## config.mk

```make
export PLATFORM = sky130hd
export DESIGN_NAME = memmu_point_reader
export DESIGN_NICKNAME = d
export VERILOG_FILES = /design/src/rtl/memmu_point_reader.sv
export SDC_FILE = /design/constraint.sdc
export NUM_CORES = 1
export LEC_CHECK = 0
export ABC_AREA = 1
export BUFFER_PORTS_ARGS = -buffer_cell sky130_fd_sc_hd__buf_2
export CAP_MARGIN = 10
export CORE_MARGIN = 2
export CORE_UTILIZATION = 44
export DETAILED_ROUTE_END_ITERATION = 7
export PLACE_DENSITY = 0.81
export SLEW_MARGIN = 0
export SYNTH_ARGS = -nofsm -noshare
export SYNTH_HDL_FRONTEND = slang
export SYNTH_SLANG_ARGS = --single-unit
```

## constraint.sdc

```tcl
create_clock -name i_SYSTEM_clk -period 3.2 [get_ports i_SYSTEM_clk]
set_clock_uncertainty 0.05 [all_clocks]
set_input_delay 0.48 -clock i_SYSTEM_clk [delete_from_list [all_inputs] [get_ports i_SYSTEM_clk]]
set_output_delay 0.48 -clock i_SYSTEM_clk [all_outputs]
set_load 0.1 [all_outputs]
```

## src/rtl/memmu_point_reader.sv

```systemverilog
// Single-beat AXI4 point reader: MemMU address in, decoded 64-bit point out to ExMU.
// One transaction in flight; status flags and a completed-read count for MonU.
module memmu_point_reader #(
  parameter logic [31:0] OFFSET         = 32'h0000_0000,
  parameter int unsigned TIMEOUT_CYCLES = 1024
) (
  input  logic        i_SYSTEM_clk,
  input  logic        i_SYSTEM_rst,
  input  logic        i_ExMU_readValid,
  output logic        o_MemMU_readReady,
  input  logic [31:0] i_MemMU_pointReadAddress,
  output logic [31:0] o_RD_araddr,
  output logic        o_RD_arvalid,
  input  logic        i_RD_arready,
  output logic [7:0]  o_RD_arlen,
  output logic [2:0]  o_RD_arsize,
  input  logic [63:0] i_RD_rdata,
  input  logic [1:0]  i_RD_rresp,
  input  logic        i_RD_rlast,
  input  logic        i_RD_rvalid,
  output logic        o_RD_rready,
  output logic        o_point_valid,
  input  logic        i_ExMU_pointReady,
  output logic [63:0] o_point_raw,
  output logic [15:0] o_point_angleH,
  output logic [15:0] o_point_angleV,
  output logic [15:0] o_point_distR0,
  output logic [7:0]  o_point_reflR0,
  output logic [7:0]  o_point_label,
  input  logic        i_MonU_clear,
  output logic [31:0] o_status
);

  typedef enum logic [1:0] {IDLE, AR, R, OUT} state_t;

  localparam logic [15:0] TIMEOUT_LAST = 16'(TIMEOUT_CYCLES - 1);
  localparam logic [15:0] TIMEOUT_ARM  = 16'(TIMEOUT_CYCLES - 2);

  state_t      state, stateNext;
  logic [31:0] araddrReg;
  logic [63:0] pointRaw;
  logic [15:0] timeoutCnt;
  logic [15:0] readCount;
  logic        respErr, timeoutFlag, rlastErr;
  logic        reqFire, rFire, inXfer, timeoutHit;

  assign reqFire    = (state == IDLE) && i_ExMU_readValid;
  assign rFire      = (state == R) && i_RD_rvalid;
  assign inXfer     = (state == AR) || (state == R);
  assign timeoutHit = inXfer && (timeoutCnt >= TIMEOUT_ARM);

  always_ff @(posedge i_SYSTEM_clk or negedge i_SYSTEM_rst) begin
    if (!i_SYSTEM_rst) state <= IDLE;
    else               state <= stateNext;
  end

  always_comb begin
    stateNext = state;
    unique case (state)
      IDLE: if (i_ExMU_readValid) stateNext = AR;
      AR:   if (i_RD_arready)     stateNext = R;
      R:    if (i_RD_rvalid)      stateNext = OUT;
      OUT:  if (i_ExMU_pointReady) stateNext = IDLE;
      default:                    stateNext = IDLE;
    endcase
  end

  always_ff @(posedge i_SYSTEM_clk or negedge i_SYSTEM_rst) begin
    if (!i_SYSTEM_rst) begin
      araddrReg <= 32'h0;
      pointRaw  <= 64'h0;
    end else begin
      if (reqFire) araddrReg <= i_MemMU_pointReadAddress + OFFSET;
      if (rFire)   pointRaw  <= i_RD_rdata;
    end
  end

  // Counts AR+R cycles and saturates; the transaction itself is never aborted.
  always_ff @(posedge i_SYSTEM_clk or negedge i_SYSTEM_rst) begin
    if (!i_SYSTEM_rst) begin
      timeoutCnt <= 16'h0;
    end else if (reqFire) begin
      timeoutCnt <= 16'h0;
    end else if (inXfer && (timeoutCnt != TIMEOUT_LAST)) begin
      timeoutCnt <= timeoutCnt + 16'h1;
    end
  end

  // A set or increment in the same cycle as a MonU clear takes priority.
  always_ff @(posedge i_SYSTEM_clk or negedge i_SYSTEM_rst) begin
    if (!i_SYSTEM_rst) begin
      respErr     <= 1'b0;
      timeoutFlag <= 1'b0;
      rlastErr    <= 1'b0;
      readCount   <= 16'h0;
    end else begin
      respErr     <= (respErr & ~i_MonU_clear) | (rFire && (i_RD_rresp != 2'b00));
      rlastErr    <= (rlastErr & ~i_MonU_clear) | (rFire && !i_RD_rlast);
      timeoutFlag <= (timeoutFlag & ~i_MonU_clear) | timeoutHit;
      if (rFire)             readCount <= i_MonU_clear ? 16'h1 : readCount + 16'h1;
      else if (i_MonU_clear) readCount <= 16'h0;
    end
  end

  assign o_MemMU_readReady = (state == IDLE);
  assign o_RD_arvalid      = (state == AR);
  assign o_RD_rready       = (state == R);
  assign o_point_valid     = (state == OUT);
  assign o_RD_araddr       = araddrReg;
  assign o_RD_arlen        = 8'h00;
  assign o_RD_arsize       = 3'b011;

  assign o_point_raw    = pointRaw;
  assign o_point_angleH = pointRaw[63:48];
  assign o_point_angleV = pointRaw[47:32];
  assign o_point_distR0 = pointRaw[31:16];
  assign o_point_reflR0 = pointRaw[15:8];
  assign o_point_label  = pointRaw[7:0];

  assign o_status = {readCount, 12'h000, rlastErr, timeoutFlag, respErr, (state != IDLE)};

endmodule

```

# After elaboration in Yosys (flattened, before gate mapping)

Cells that the tools add are included.

Register bits after elaboration: 133
Output and inout port bits: 207
Logic and storage cells: 50
Input bits: 106

Add/subtract/negate cells: 2
Order comparisons: 1
Equal/unequal tests: 8
Reductions and logical operators: 14
Bitwise operators: 7
Multiplexer cells: 10

Operators with widths:

| kind                  | number |
|---|---|
| $mux 16               | 5 |
| $add 16x1->16 const B | 2 |
| $ge 16x10->1 const B  | 1 |
| $ne 16x10->1 const B  | 1 |
| $mux 2                | 4 |
| $pmux 2 s4            | 1 |
| $reduce_bool 2->1     | 4 |
| $logic_and 1x1->1     | 6 |
| $eq 2x2->1 const B    | 2 |
| $ne 2x1->1 const B    | 2 |
| $ne 2x2->1 const B    | 2 |
| $reduce_and 4->1      | 1 |
| $and 1x1->1           | 3 |
| $or 1x1->1            | 3 |
| $eq 2x1->1 const B    | 1 |
| $logic_not 2->1       | 1 |
| $logic_not 1->1       | 1 |
| $logic_or 1x1->1      | 1 |
| $not 1->1             | 1 |

# Depth between registers and ports, before layout

Depth after elaboration: 5
Depth in mapped cells: 10
Mapped depth without buffers: 10

# Least setup slack after synthesis

Ideal clock, no wire load.

Path type: flip-flop to flip-flop
Start: reg state[0]
End: reg state[0]
Arrival time: 2.605 ns
Buffers on the path: 0
Stages on the path, launching flop included: 8
Setup slack: 0.411 ns
Clock period less this slack: 2.789 ns
Library setup time: 0.133 ns
Data required time: 3.017 ns
Path through: dfrtp_1 > inv_1 > ha_1 > inv_1 > o22ai_1 > nor2_1 > o21ai_0 > o21ai_0

Cells in the longest elaborated chain, start to end: 3
Elaborated cells between the ends (all ways): 10
Classes of those cells: eq/ne (7); mux (1); reduce/logical (2)

RTL lines:

| what                              | RTL line | source |
|---|---|---|
| start: declaration                | 39       | `state_t state, stateNext;` |
| start signal: assignment          | 54       | `else state <= stateNext;` |
| $logic_not 2->1 *                 | n/a      |  |
| via o_MemMU_readReady             | 10       | `output logic o_MemMU_readReady,` |
| $ne 2x2->1 (no source line)       | n/a      |  |
| $reduce_and 4->1 (no source line) | n/a      |  |

The timed path passes the listed nets; every way through them passes the cells marked *.
A chain may end at the register's enable or synchronous reset.

# Worst setup path after layout

Start: reg state[0]
End: out o_status[0]

Cells in the longest elaborated chain, start to end: 1

RTL lines:

| what              | RTL line | source |
|---|---|---|
| $reduce_bool 2->1 | 120      | `assign o_status = {readCount, 12'h000, rlastErr, timeoutFlag, respErr, (state != IDLE)};` |
| end: declaration  | 31       | `output logic [31:0] o_status` |

No other way between the ends.

==> impl_metrics.toml <==
[grt]
grt_max_degree = 70
overflow = 0
grt_pass1_vias = 5399
grt_antenna_before_repair = 0
grt_usage_pct = 20.7
grt_pass1_wl_mm = 25.9

[floorplan]
die_w_um = 125
die_area_um2 = 15500
start_util_pct = 44.5
boundaryPins = 313
coreArea_um2 = 14400
fp.dieH_um = 125
rows = 44

[clock_tree]
cts_hold_buf = 0
htreeDepth = 4
root_buffer = "clkbuf_16"
clk_latency_ns = 0.41
cts_tree = "yes"
clock_sinks = 133
cts_resized = 0
cts_setup_buffers = 0
cts_made_buffers = 17
clock_path_buffers = 2
path_clk_slew_ns = 0.07

[logic_synthesis]
yosysMostFrequentCell = "nand2_1"
synth_xor_xnor_area_share_pct = 0.821
yosys-top-cells-count = "nand2_1 (379), dfrtp_1 (133), buf_4 (90), nor2_1 (39), inv_1 (30)"
synth_top_flop_cell = "dfrtp_1"
synth_area_um2 = 6400
ys_seq_area_share_pct = 52.0
synth.area.top_cells = "dfrtp_1 (52%), nand2_1 (22%), buf_4 (11%)"
synth_top_family_by_area = "simple AND/OR/NAND/NOR gates"
synth_edf_count = 0
ys_ff_latch = 133
synth_area_leader_cell = "dfrtp_1"
yosys.area_share.adder_pct = 1.37
ys_types = 27
ys_warn_count = 0
synth_compound_area_share_pct = 2.70
yosysTopAreaCellShare_pct = 52.0
async_flop_share_pct = 100
avgSynthCellArea_um2 = 8.11
synthMuxAreaShare_pct = 0
synth_cells = 789
synthSimpleGateAreaFrac_pct = 28.9

[routing]
route.detailed.drc = 0
dr.pass1.iters = 4
finalWirelength_mm = 15.6
ant_nets = 0
vias = 5593
drt_iter0_markers = 374
viasPerCell = 4.63
wire_per_inst_um = 12.9

[min_path]
hold_class = "in2async"

[finish]
nNetsFinal = 1124
seqCellArea_um2 = 3330
area_growth_pct = 25.9
fin_util_pct = 56.1
drive_gt1_share_pct = 33.2
antenna_cells = 0
multi_input_area_um2 = 2250
n_fill_cell = 1302

[setup_path]
cp-start-kind = "register"
cp.arrival_ns = 1.63
critical_path.endpoint_type = "primary output"
crit_required_ns = 2.67
timing.critical_path.fanout_max = 4
critical_path_class = "reg2out"

[run_status]
status = "finished, violations left"
violations = "hold timing"

[placement]
hpwl_mm = 11.1
io_buffers = 289
place.gp.congestion = 0.849

[sta]
rsz0062_at_grt = "false"
hold-worst-slack_ns = -0.00117
relSlewSlack_pct = 56.5
setup_viol = 0
tightest_slew_ns = 0.652
fin_crit_ns = 2.16
fin_tns_setup_ns = 0
period_share_pct = 67.4
final_max_slew_viol_count = 0
fmax_ghz = 0.463
finalHoldViolCount = 1

[job]
drv_cap = 0
-- worst max-delay path, cell delays in order (launching register included) --
cell and delay (ns):
dfrtp_1 0.37, inv_1 0.09, ha_1 0.25, inv_1 0.08, buf_2 0.42
-- metrics by stage --
stage | area, µm² | hold slack [ns] | setup slack (ns) | std cells
after floorplan | 6480 | 0.134 | 0.411 | 810
after global placement | 7450 | 0.408 | 1.24 | 1176
after detailed placement | 7450 | 0.410 | 1.14 | 1176
after CTS | 8060 | 0.0242 | 1.04 | 1208
after global routing | 8060 | 0.0432 | 0.921 | 1208
final | 8060 | -0.00117 | 1.04 | 1208
-- cells by family after synthesis --
logic type	count (synthesis)
simple gates	462
buf+inv	147
flops	133
compound gates	32
fa+ha+maj	7
xor+xnor	6
other cells	2
-- state kept, by name, indices dropped and copies added, names as in the netlist --
name / cells
timeoutFlag: 1
timeoutCnt: 16
o_RD_araddr: 32
o_point_raw: 64
respErr: 1
readCount: 16
state: 2
rlastErr: 1
-- placed cells by master (no fill, tap or decap), types with 2 or more instances in the layout --
| cell type | n |
|---|---|
| a211oi_1 | 3 |
| nand3_1 | 16 |
| nand2_2 | 2 |
| nor3_1 | 4 |
| nor2_2 | 2 |
| buf_4 | 6 |
| inv_8 | 6 |
| conb_1 | 23 |
| bufinv_16 | 2 |
| xor2_1 | 6 |
| nand4_1 | 16 |
| o21ai_0 | 10 |
| clkinv_4 | 2 |
| o22ai_1 | 2 |
| ha_1 | 7 |
| inv_1 | 30 |
| nor2_1 | 39 |
| inv_6 | 3 |
| o21ai_1 | 6 |
| a21oi_1 | 10 |
| clkbuf_16 | 17 |
| dfrtp_1 | 133 |
| nand2_1 | 378 |
| buf_2 | 288 |
| inv_2 | 3 |
| nor2_4 | 3 |
-- metal layers --
| metal | vias up | track usage (%) | wire [µm] |
|---|---|---|---|
| met5 | - | 0 | 0 |
| met4 | 0 | 8.66 | 329 |
| met3 | 26 | 4.08 | 882 |
| met2 | 216 | 32.8 | 7410 |
| met1 | 2584 | 27.8 | 7010 |
| li1 | 2767 | - | - |
-- final cells by class --
cell class | count | area share [%]
Multi-Input combinational cell | 530 | 27.9
Clock buffer | 17 | 5.28
Sequential cell | 133 | 41.3
Inverter | 33 | 1.54
Clock inverter | 15 | 2.28
Timing Repair Buffer | 296 | 18.8
Tap cell | 184 | 2.86
-- path summary, 6_finish.rpt --
check	from	end	slack (ns)	cells past startpoint
worst min-delay path	i_SYSTEM_rst	o_RD_araddr[12]	-0.001	1
worst max register to register	state[0]	readCount[13]	1.11	10
worst min register to register	o_RD_araddr[4]	o_RD_araddr[4]	0.42	2
max in group asynchronous	i_SYSTEM_rst	o_point_raw[1]	2.35	2
worst max-delay path	state[0]	o_status[0]	1.04	4
min in group i_SYSTEM_clk	i_RD_rdata[20]	o_point_raw[20]	0.20	3
Power is not shown: default switching activity piles up to over one toggle a cycle in this logic, so the estimate is an artifact.
